<file path="config.mk">
export PLATFORM = sky130hd
export DESIGN_NAME = spi_responder
export DESIGN_NICKNAME = d
export VERILOG_FILES = /design/src/rtl/spi_responder.sv
export SDC_FILE = /design/constraint.sdc
export NUM_CORES = 1
export LEC_CHECK = 0
export CAP_MARGIN = 20
export CORE_UTILIZATION = 52
export DETAILED_ROUTE_END_ITERATION = 10
export PLACE_DENSITY = 0.81
export SLEW_MARGIN = 40
export SYNTH_ARGS = -nofsm -noshare
export SYNTH_HDL_FRONTEND = slang
export SYNTH_SLANG_ARGS = --single-unit
</file>
<file path="constraint.sdc">
create_clock -name clk -period 1.9 [get_ports clk]
set_input_delay 0.475 -clock clk [delete_from_list [all_inputs] [get_ports clk]]
set_output_delay 0.475 -clock clk [all_outputs]
set_load 0.02 [all_outputs]
</file>
<file path="src/rtl/spi_responder.sv">
// SPI mode-0 target port: pins are oversampled on clk, MOSI bytes go to an RX FIFO,
// and MISO bytes come from a TX FIFO, with a show-ahead byte-side handshake.
module spi_responder #(
    parameter int         RX_DEPTH   = 4,
    parameter int         TX_DEPTH   = 4,
    parameter logic [7:0] DEFAULT_TX = 8'hFF
) (
    input  logic       clk,
    input  logic       Rst,
    input  logic       spi_sck,
    input  logic       spi_cs,
    input  logic       spi_mosi,
    output logic       spi_miso,
    output logic       spi_miso_oe,
    output logic [7:0] rx_dout,
    output logic       rx_data_present,
    input  logic       rx_ren,
    input  logic [7:0] tx_din,
    input  logic       tx_wen,
    output logic       tx_full,
    output logic       tx_empty,
    output logic       overrun,
    output logic       underrun,
    input  logic       err_clr
);

    localparam int RX_AW = $clog2(RX_DEPTH);
    localparam int TX_AW = $clog2(TX_DEPTH);
    localparam logic [RX_AW:0] RX_PTR_ONE = {{RX_AW{1'b0}}, 1'b1};
    localparam logic [TX_AW:0] TX_PTR_ONE = {{TX_AW{1'b0}}, 1'b1};

    // Pin synchronizers: two flops for metastability, a third on SCK/CS for edge detect.
    logic [2:0] sck_sync_q;
    logic [2:0] cs_sync_q;
    logic [1:0] mosi_sync_q;

    always_ff @(posedge clk) begin
        sck_sync_q  <= {sck_sync_q[1:0], spi_sck};
        cs_sync_q   <= {cs_sync_q[1:0], spi_cs};
        mosi_sync_q <= {mosi_sync_q[0], spi_mosi};
    end

    logic sck_rise;
    logic sck_fall;
    logic cs_fall;
    logic cs_rise;
    logic mosi_s;

    assign sck_rise = sck_sync_q[1] & ~sck_sync_q[2];
    assign sck_fall = ~sck_sync_q[1] & sck_sync_q[2];
    assign cs_fall  = ~cs_sync_q[1] & cs_sync_q[2];
    assign cs_rise  = cs_sync_q[1] & ~cs_sync_q[2];
    assign mosi_s   = mosi_sync_q[1];

    // FIFO storage and pointers (one extra wrap bit each)
    logic [7:0]     rx_mem_q [RX_DEPTH];
    logic [7:0]     tx_mem_q [TX_DEPTH];
    logic [RX_AW:0] rx_wr_q;
    logic [RX_AW:0] rx_rd_q;
    logic [TX_AW:0] tx_wr_q;
    logic [TX_AW:0] tx_rd_q;

    logic rx_empty;
    logic rx_full;
    logic rx_pop;
    logic rx_wr_en;
    logic tx_pop;
    logic tx_wr_en;

    assign rx_empty = (rx_wr_q == rx_rd_q);
    assign rx_full  = (rx_wr_q[RX_AW] != rx_rd_q[RX_AW]) &&
                      (rx_wr_q[RX_AW-1:0] == rx_rd_q[RX_AW-1:0]);
    assign tx_empty = (tx_wr_q == tx_rd_q);
    assign tx_full  = (tx_wr_q[TX_AW] != tx_rd_q[TX_AW]) &&
                      (tx_wr_q[TX_AW-1:0] == tx_rd_q[TX_AW-1:0]);

    // Frame control state
    logic       active_q,    active_d;
    logic [2:0] bitcnt_q,    bitcnt_d;
    logic [6:0] rx_shift_q,  rx_shift_d;
    logic [7:0] tx_shift_q,  tx_shift_d;
    logic       rx_push_q,   rx_push_d;
    logic [7:0] rx_byte_q,   rx_byte_d;
    logic       dflt_pend_q, dflt_pend_d;
    logic       overrun_q,   overrun_d;
    logic       underrun_q,  underrun_d;

    logic       tx_load;
    logic       und_set;
    logic       ov_set;
    logic [7:0] load_byte;

    assign load_byte = tx_empty ? DEFAULT_TX : tx_mem_q[tx_rd_q[TX_AW-1:0]];

    // A default byte loaded on an SCK fall is only a prefetch; underrun is recorded
    // once its first bit is actually clocked by the next SCK rise.
    always_comb begin
        active_d    = active_q;
        bitcnt_d    = bitcnt_q;
        rx_shift_d  = rx_shift_q;
        tx_shift_d  = tx_shift_q;
        rx_push_d   = 1'b0;
        rx_byte_d   = rx_byte_q;
        dflt_pend_d = dflt_pend_q;
        tx_load     = 1'b0;
        und_set     = 1'b0;
        if (cs_rise) begin
            active_d    = 1'b0;
            bitcnt_d    = 3'd0;
            dflt_pend_d = 1'b0;
        end else if (cs_fall) begin
            active_d    = 1'b1;
            bitcnt_d    = 3'd0;
            tx_load     = 1'b1;
            tx_shift_d  = load_byte;
            und_set     = tx_empty;
            dflt_pend_d = 1'b0;
        end else if (active_q && sck_rise) begin
            rx_shift_d = {rx_shift_q[5:0], mosi_s};
            bitcnt_d   = bitcnt_q + 3'd1;
            if (bitcnt_q == 3'd7) begin
                rx_push_d = 1'b1;
                rx_byte_d = {rx_shift_q, mosi_s};
            end
            if (dflt_pend_q) begin
                und_set     = 1'b1;
                dflt_pend_d = 1'b0;
            end
        end else if (active_q && sck_fall) begin
            if (bitcnt_q == 3'd0) begin
                tx_load     = 1'b1;
                tx_shift_d  = load_byte;
                dflt_pend_d = tx_empty;
            end else begin
                tx_shift_d = {tx_shift_q[6:0], 1'b0};
            end
        end
    end

    assign rx_pop   = rx_ren & ~rx_empty;
    assign rx_wr_en = rx_push_q & (~rx_full | rx_pop);
    assign ov_set   = rx_push_q & rx_full & ~rx_ren;
    assign tx_pop   = tx_load & ~tx_empty;
    assign tx_wr_en = tx_wen & (~tx_full | tx_pop);

    always_comb begin
        overrun_d  = overrun_q;
        underrun_d = underrun_q;
        if (err_clr) begin
            overrun_d  = 1'b0;
            underrun_d = 1'b0;
        end
        if (ov_set) begin
            overrun_d = 1'b1;
        end
        if (und_set) begin
            underrun_d = 1'b1;
        end
    end

    always_ff @(posedge clk) begin
        if (Rst) begin
            active_q    <= 1'b0;
            bitcnt_q    <= 3'd0;
            tx_shift_q  <= 8'h00;
            rx_push_q   <= 1'b0;
            dflt_pend_q <= 1'b0;
            overrun_q   <= 1'b0;
            underrun_q  <= 1'b0;
            rx_wr_q     <= '0;
            rx_rd_q     <= '0;
            tx_wr_q     <= '0;
            tx_rd_q     <= '0;
        end else begin
            active_q    <= active_d;
            bitcnt_q    <= bitcnt_d;
            tx_shift_q  <= tx_shift_d;
            rx_push_q   <= rx_push_d;
            dflt_pend_q <= dflt_pend_d;
            overrun_q   <= overrun_d;
            underrun_q  <= underrun_d;
            if (rx_wr_en) rx_wr_q <= rx_wr_q + RX_PTR_ONE;
            if (rx_pop)   rx_rd_q <= rx_rd_q + RX_PTR_ONE;
            if (tx_wr_en) tx_wr_q <= tx_wr_q + TX_PTR_ONE;
            if (tx_pop)   tx_rd_q <= tx_rd_q + TX_PTR_ONE;
        end
    end

    always_ff @(posedge clk) begin
        rx_shift_q <= rx_shift_d;
        rx_byte_q  <= rx_byte_d;
        if (rx_wr_en) rx_mem_q[rx_wr_q[RX_AW-1:0]] <= rx_byte_q;
        if (tx_wr_en) tx_mem_q[tx_wr_q[TX_AW-1:0]] <= tx_din;
    end

    assign spi_miso        = tx_shift_q[7];
    assign spi_miso_oe     = active_q;
    assign rx_data_present = ~rx_empty;
    assign rx_dout         = rx_empty ? 8'h00 : rx_mem_q[rx_rd_q[RX_AW-1:0]];
    assign overrun         = overrun_q;
    assign underrun        = underrun_q;

endmodule

</file>
==> impl_summary.log <==
[metrics] total number of yosys warnings: 0
[metrics] wire length of the first global-routing pass: ~14,000 um
[metrics] sequential fraction of the synthesis area: 0.6734
[metrics] Post-Synthesis Net Count: 336
[metrics] Max transition margin: 0.7141
[metrics] detailed-placement wirelength estimate: 5309 um
[metrics] DIE AREA: 9446 um2
[metrics] total grt overflow: 0
[metrics] count of TritonRoute iterations in the first routing pass: 4
[metrics] combinational family with the most area after synthesis: simple AND/OR/NAND/NOR gates
[metrics] final clock period utilization by the worst path: 1.181
[metrics] highest-count cells in the layout ignoring fill and taps: edfxtp_1, dfxtp_1, buf_4, nor2_1
[metrics] status: finished with violations
[metrics] worst slew pin tran: 0.4235 ns
[metrics] grt met3 use: 0.06403
[metrics] internal cell power: 0.004756 W
[metrics] Die Y: 97.19 um
[metrics] reg-to-reg endpoint: tx_wr_q[2]
[metrics] Crit Reg-Reg Startpoint: cs_sync_q[2]
[metrics] horizontal die dimension: 97.19 um
[metrics] GR peak layer: met2
[metrics] Synth Area in Compound Gates: 0.04673
[metrics] met2 Track Usage GR: 0.3250
[metrics] Crit path arrival time: 1.77 ns
[metrics] number of synthesized flops with an enable pin: 79
[metrics] initial cell density of the core: 0.5377
[metrics] Core Area: 8763 um2
[metrics] Worst EP required: 1.42 ns
[metrics] ANT nets after route: 0
[metrics] multiplexer area fraction after synthesis: 0.09187
[metrics] startpoint class of the critical path: flop
[metrics] Setup Crit Path Kind: flop to primary output
[metrics] GR Util met1: 0.2273
[metrics] adder-cell share of the synthesized area: 0.03983
[metrics] failing checks: negative setup slack
[metrics] gate count after technology mapping: 305
[metrics] post-layout minimum cycle time: 2.243 ns
[metrics] final setup violation count: 11
[metrics] total number of H-tree levels: 4
[metrics] max cap viols: 0
[metrics] # rows: 34
[metrics] Sw Ratio: 0.2325
[metrics] setup slack after layout: -0.3432 ns
[metrics] number of violations reported at the end of detailed-routing iteration 0: 144
[metrics] maximum ir drop on the vdd rail: 0.6929 mV
[metrics] proportion of synthesized flip-flops having asynchronous set or reset: 0
[metrics] post-detailed-route wirelength per cell: 17.00 um
[metrics] ANT cells: 0
[metrics] share of the synthesized netlist area taken by xor and xnor gates: 0.02045
[metrics] library cells used by synthesis: 46
[metrics] Combinational Power Share: 0.059
[metrics] class of the worst hold path: flop to flop
[metrics] power density over cell area: 1011 nW/um2
[metrics] net switching power figure: approximately 0.0014 W
[metrics] total count of hold-check failures in the final report: 0
[metrics] quantity of I/O buffers inserted on ports: 30
[metrics] Max Transition Viols Final: 0
[metrics] number of register bits inferred by synthesis: 119
[metrics] clock network fraction of design power: 0.480
[metrics] maximum number of pins on one net before global-route repair: 22
[metrics] placer's final routability congestion estimate: 0.7304
[metrics] logic depth of the worst register-to-register path: 7
[metrics] combined area of all synthesized cells: ~4700 um2
[metrics] setup total negative slack: -2.770 ns
[metrics] area growth from synthesis to layout: 30.11%
[metrics] Static Leak: 2.279 nW
[metrics] # clock sinks: 119
[metrics] final routed DRC violation total: 0
[metrics] number of ports placed on the die boundary: 31
[metrics] total wirelength of the detailed-routed design: 8502 um
[metrics] CTS tree: done
[metrics] sequential fraction of design power: 0.460
[metrics] Max FO, Critical Path: 8
[metrics] buffer levels on the longest clock path: 2
[metrics] total CTS buffers: 17
[metrics] later-pin clock latency in the skew report: 0.51 ns
[metrics] average cell area after synthesis: 15.45 um2
[metrics] Simple-Gate Fraction of Synth Area: 0.09719
[metrics] average via count per standard cell: ~5.4
[metrics] f_max: roughly 450 MHz
[metrics] type of destination of the critical path: primary output
[metrics] commonest non-fill, non-tap cell in the layout: edfxtp_1
[metrics] global-route usage over all layers: 0.1942
[metrics] Setup crit end: rx_dout[6]
[metrics] clock tree root buffer cell: clkbuf_8
[metrics] vias in the first global route: 2,841
[metrics] setup repair after global routing missed its margin: yes
[metrics] via count: 2,682
[metrics] FF-to-FF setup slack: 0.06 ns
[metrics] antenna violations before repair: 0
[metrics] fraction of layout cells with a size suffix above 1: 0.3444
[metrics] CTS clk-pin slew, worst paths: approximately 0.060 ns
[metrics] final cell utilization of the core: 0.6996
[metrics] count of nets after finishing: a little over 400
[metrics] Final Skew: 0.008044 ns
[metrics] dominant synthesized flop cell: edfxtp_1
-- power by group through the flow --
stage	logic [W]	clock network, W	registers (W)
final	0.000369	0.00298	0.00285
after global placement	0.000341	0	0.00290
after CTS	0.000364	0.00302	0.00285
after detailed placement	0.000352	0	0.00290
after global routing	0.000400	0.00315	0.00286
after floorplan	0.000206	0	0.00290
-- area by class of cell --
type / count / area [um2]
clock inverter: 15 / 143.9
inverter: 15 / 56.30
clock buffer: 17 / 414.1
sequential: 119 / 3184
fill: 554 / 2633
tap: 108 / 135.1
timing repair buffer: 67 / 621.8
multi-input combinational: 159 / 1575
-- kinds of logic (layout without fill, tap and decap cells) --
kind of cell               after synthesis  after routing
DFF                                    119            119
and+or+nand+nor                         82             82
AOI/OAI and AO/OA                       28             28
buffers and inverters                   27            114
muxes                                   23             23
adders and majority gates               15             15
xor gates and xnor gates                11             11
-- Yosys cell counts (all sizes together), types with 2 or more instances --
cell type / number / area [um2]
a21oi: 8 / 40.04
and2: 4 / 25.02
buf: 5 / 38.78
clkbuf: 7 / 48.80
dfxtp: 40 / 800.8
edfxtp: 79 / 2372
ha: 15 / 187.7
inv: 15 / 56.30
mux2: 2 / 22.52
mux2i: 5 / 50.05
mux4: 16 / 360.4
nand2: 3 / 11.26
nand2b: 2 / 12.51
nand3b: 8 / 60.06
nor2: 29 / 108.9
nor2b: 12 / 75.07
nor3: 11 / 55.05
o21ai: 4 / 20.02
o31ai: 3 / 22.52
o41ai: 8 / 88.84
or3: 2 / 13.77
xnor2: 4 / 35.03
xor2: 7 / 61.31
-- critical path: stages (launching register included) --
cell	delay [ns]
dfxtp_2	0.34
buf_12	0.13
mux4_2	0.48
nor2b_1	0.14
buf_2	0.16
-- per-layer routing --
layer | routed length, um | vias up
met5 | 0 | -
met4 | 97 | 0
met3 | 408 | 13
met2 | 4571 | 80
met1 | 3425 | 1310
li1 | - | 1279
-- what timing repair did --
item                                   in CTS  in global routing
pin swaps                                   7                  7
buffers inserted                            3                  3
setup endpoints to repair                  49                 53
gates resized for setup                    70                 39
endpoints found under the hold margin       0                  0
hold buffers                                0                  0
-- stage by stage --
stage / setup WS (ns) / total power, W / hold slack [ns] / cell area [um2] / cells
after floorplan: 0.06130 / 0.003106 / 0.3096 / 4721 / 305
after global placement: -0.4816 / 0.003237 / 0.3128 / 5379 / 464
after detailed placement: -0.2511 / 0.003253 / 0.3154 / 5386 / 464
after CTS: -0.3742 / 0.006234 / 0.3191 / 5998 / 499
after global routing: -0.4171 / 0.006412 / 0.3294 / 6131 / 500
final: -0.3432 / 0.006197 / 0.3179 / 6131 / 500
-- flip-flops by register name (all words and copies together), names as in the netlist, named ones only --
signal and count:
rx_mem_q 32, tx_mem_q 32, rx_byte_q 8, tx_shift_q 8
rx_shift_q 7, bitcnt_q 3, cs_sync_q 3, rx_rd_q 3
rx_wr_q 3, sck_sync_q 3, tx_rd_q 3, tx_wr_q 3
mosi_sync_q 2, dflt_pend_q 1, overrun 1, rx_push_q 1
spi_miso_oe 1, underrun 1
-- worst min-delay path by stage --
stage / depth (start not counted) / slack (ns) / from / end
final: 0 / 0.32 / mosi_sync_q[0] / mosi_sync_q[1]
after global routing: 0 / 0.33 / mosi_sync_q[0] / mosi_sync_q[1]
after CTS: 0 / 0.32 / mosi_sync_q[0] / mosi_sync_q[1]
after detailed placement: 0 / 0.32 / mosi_sync_q[0] / mosi_sync_q[1]
after global placement: 0 / 0.31 / cs_sync_q[0] / cs_sync_q[1]
after floorplan: 0 / 0.31 / cs_sync_q[0] / cs_sync_q[1]
(Power assumes the default switching activity.)
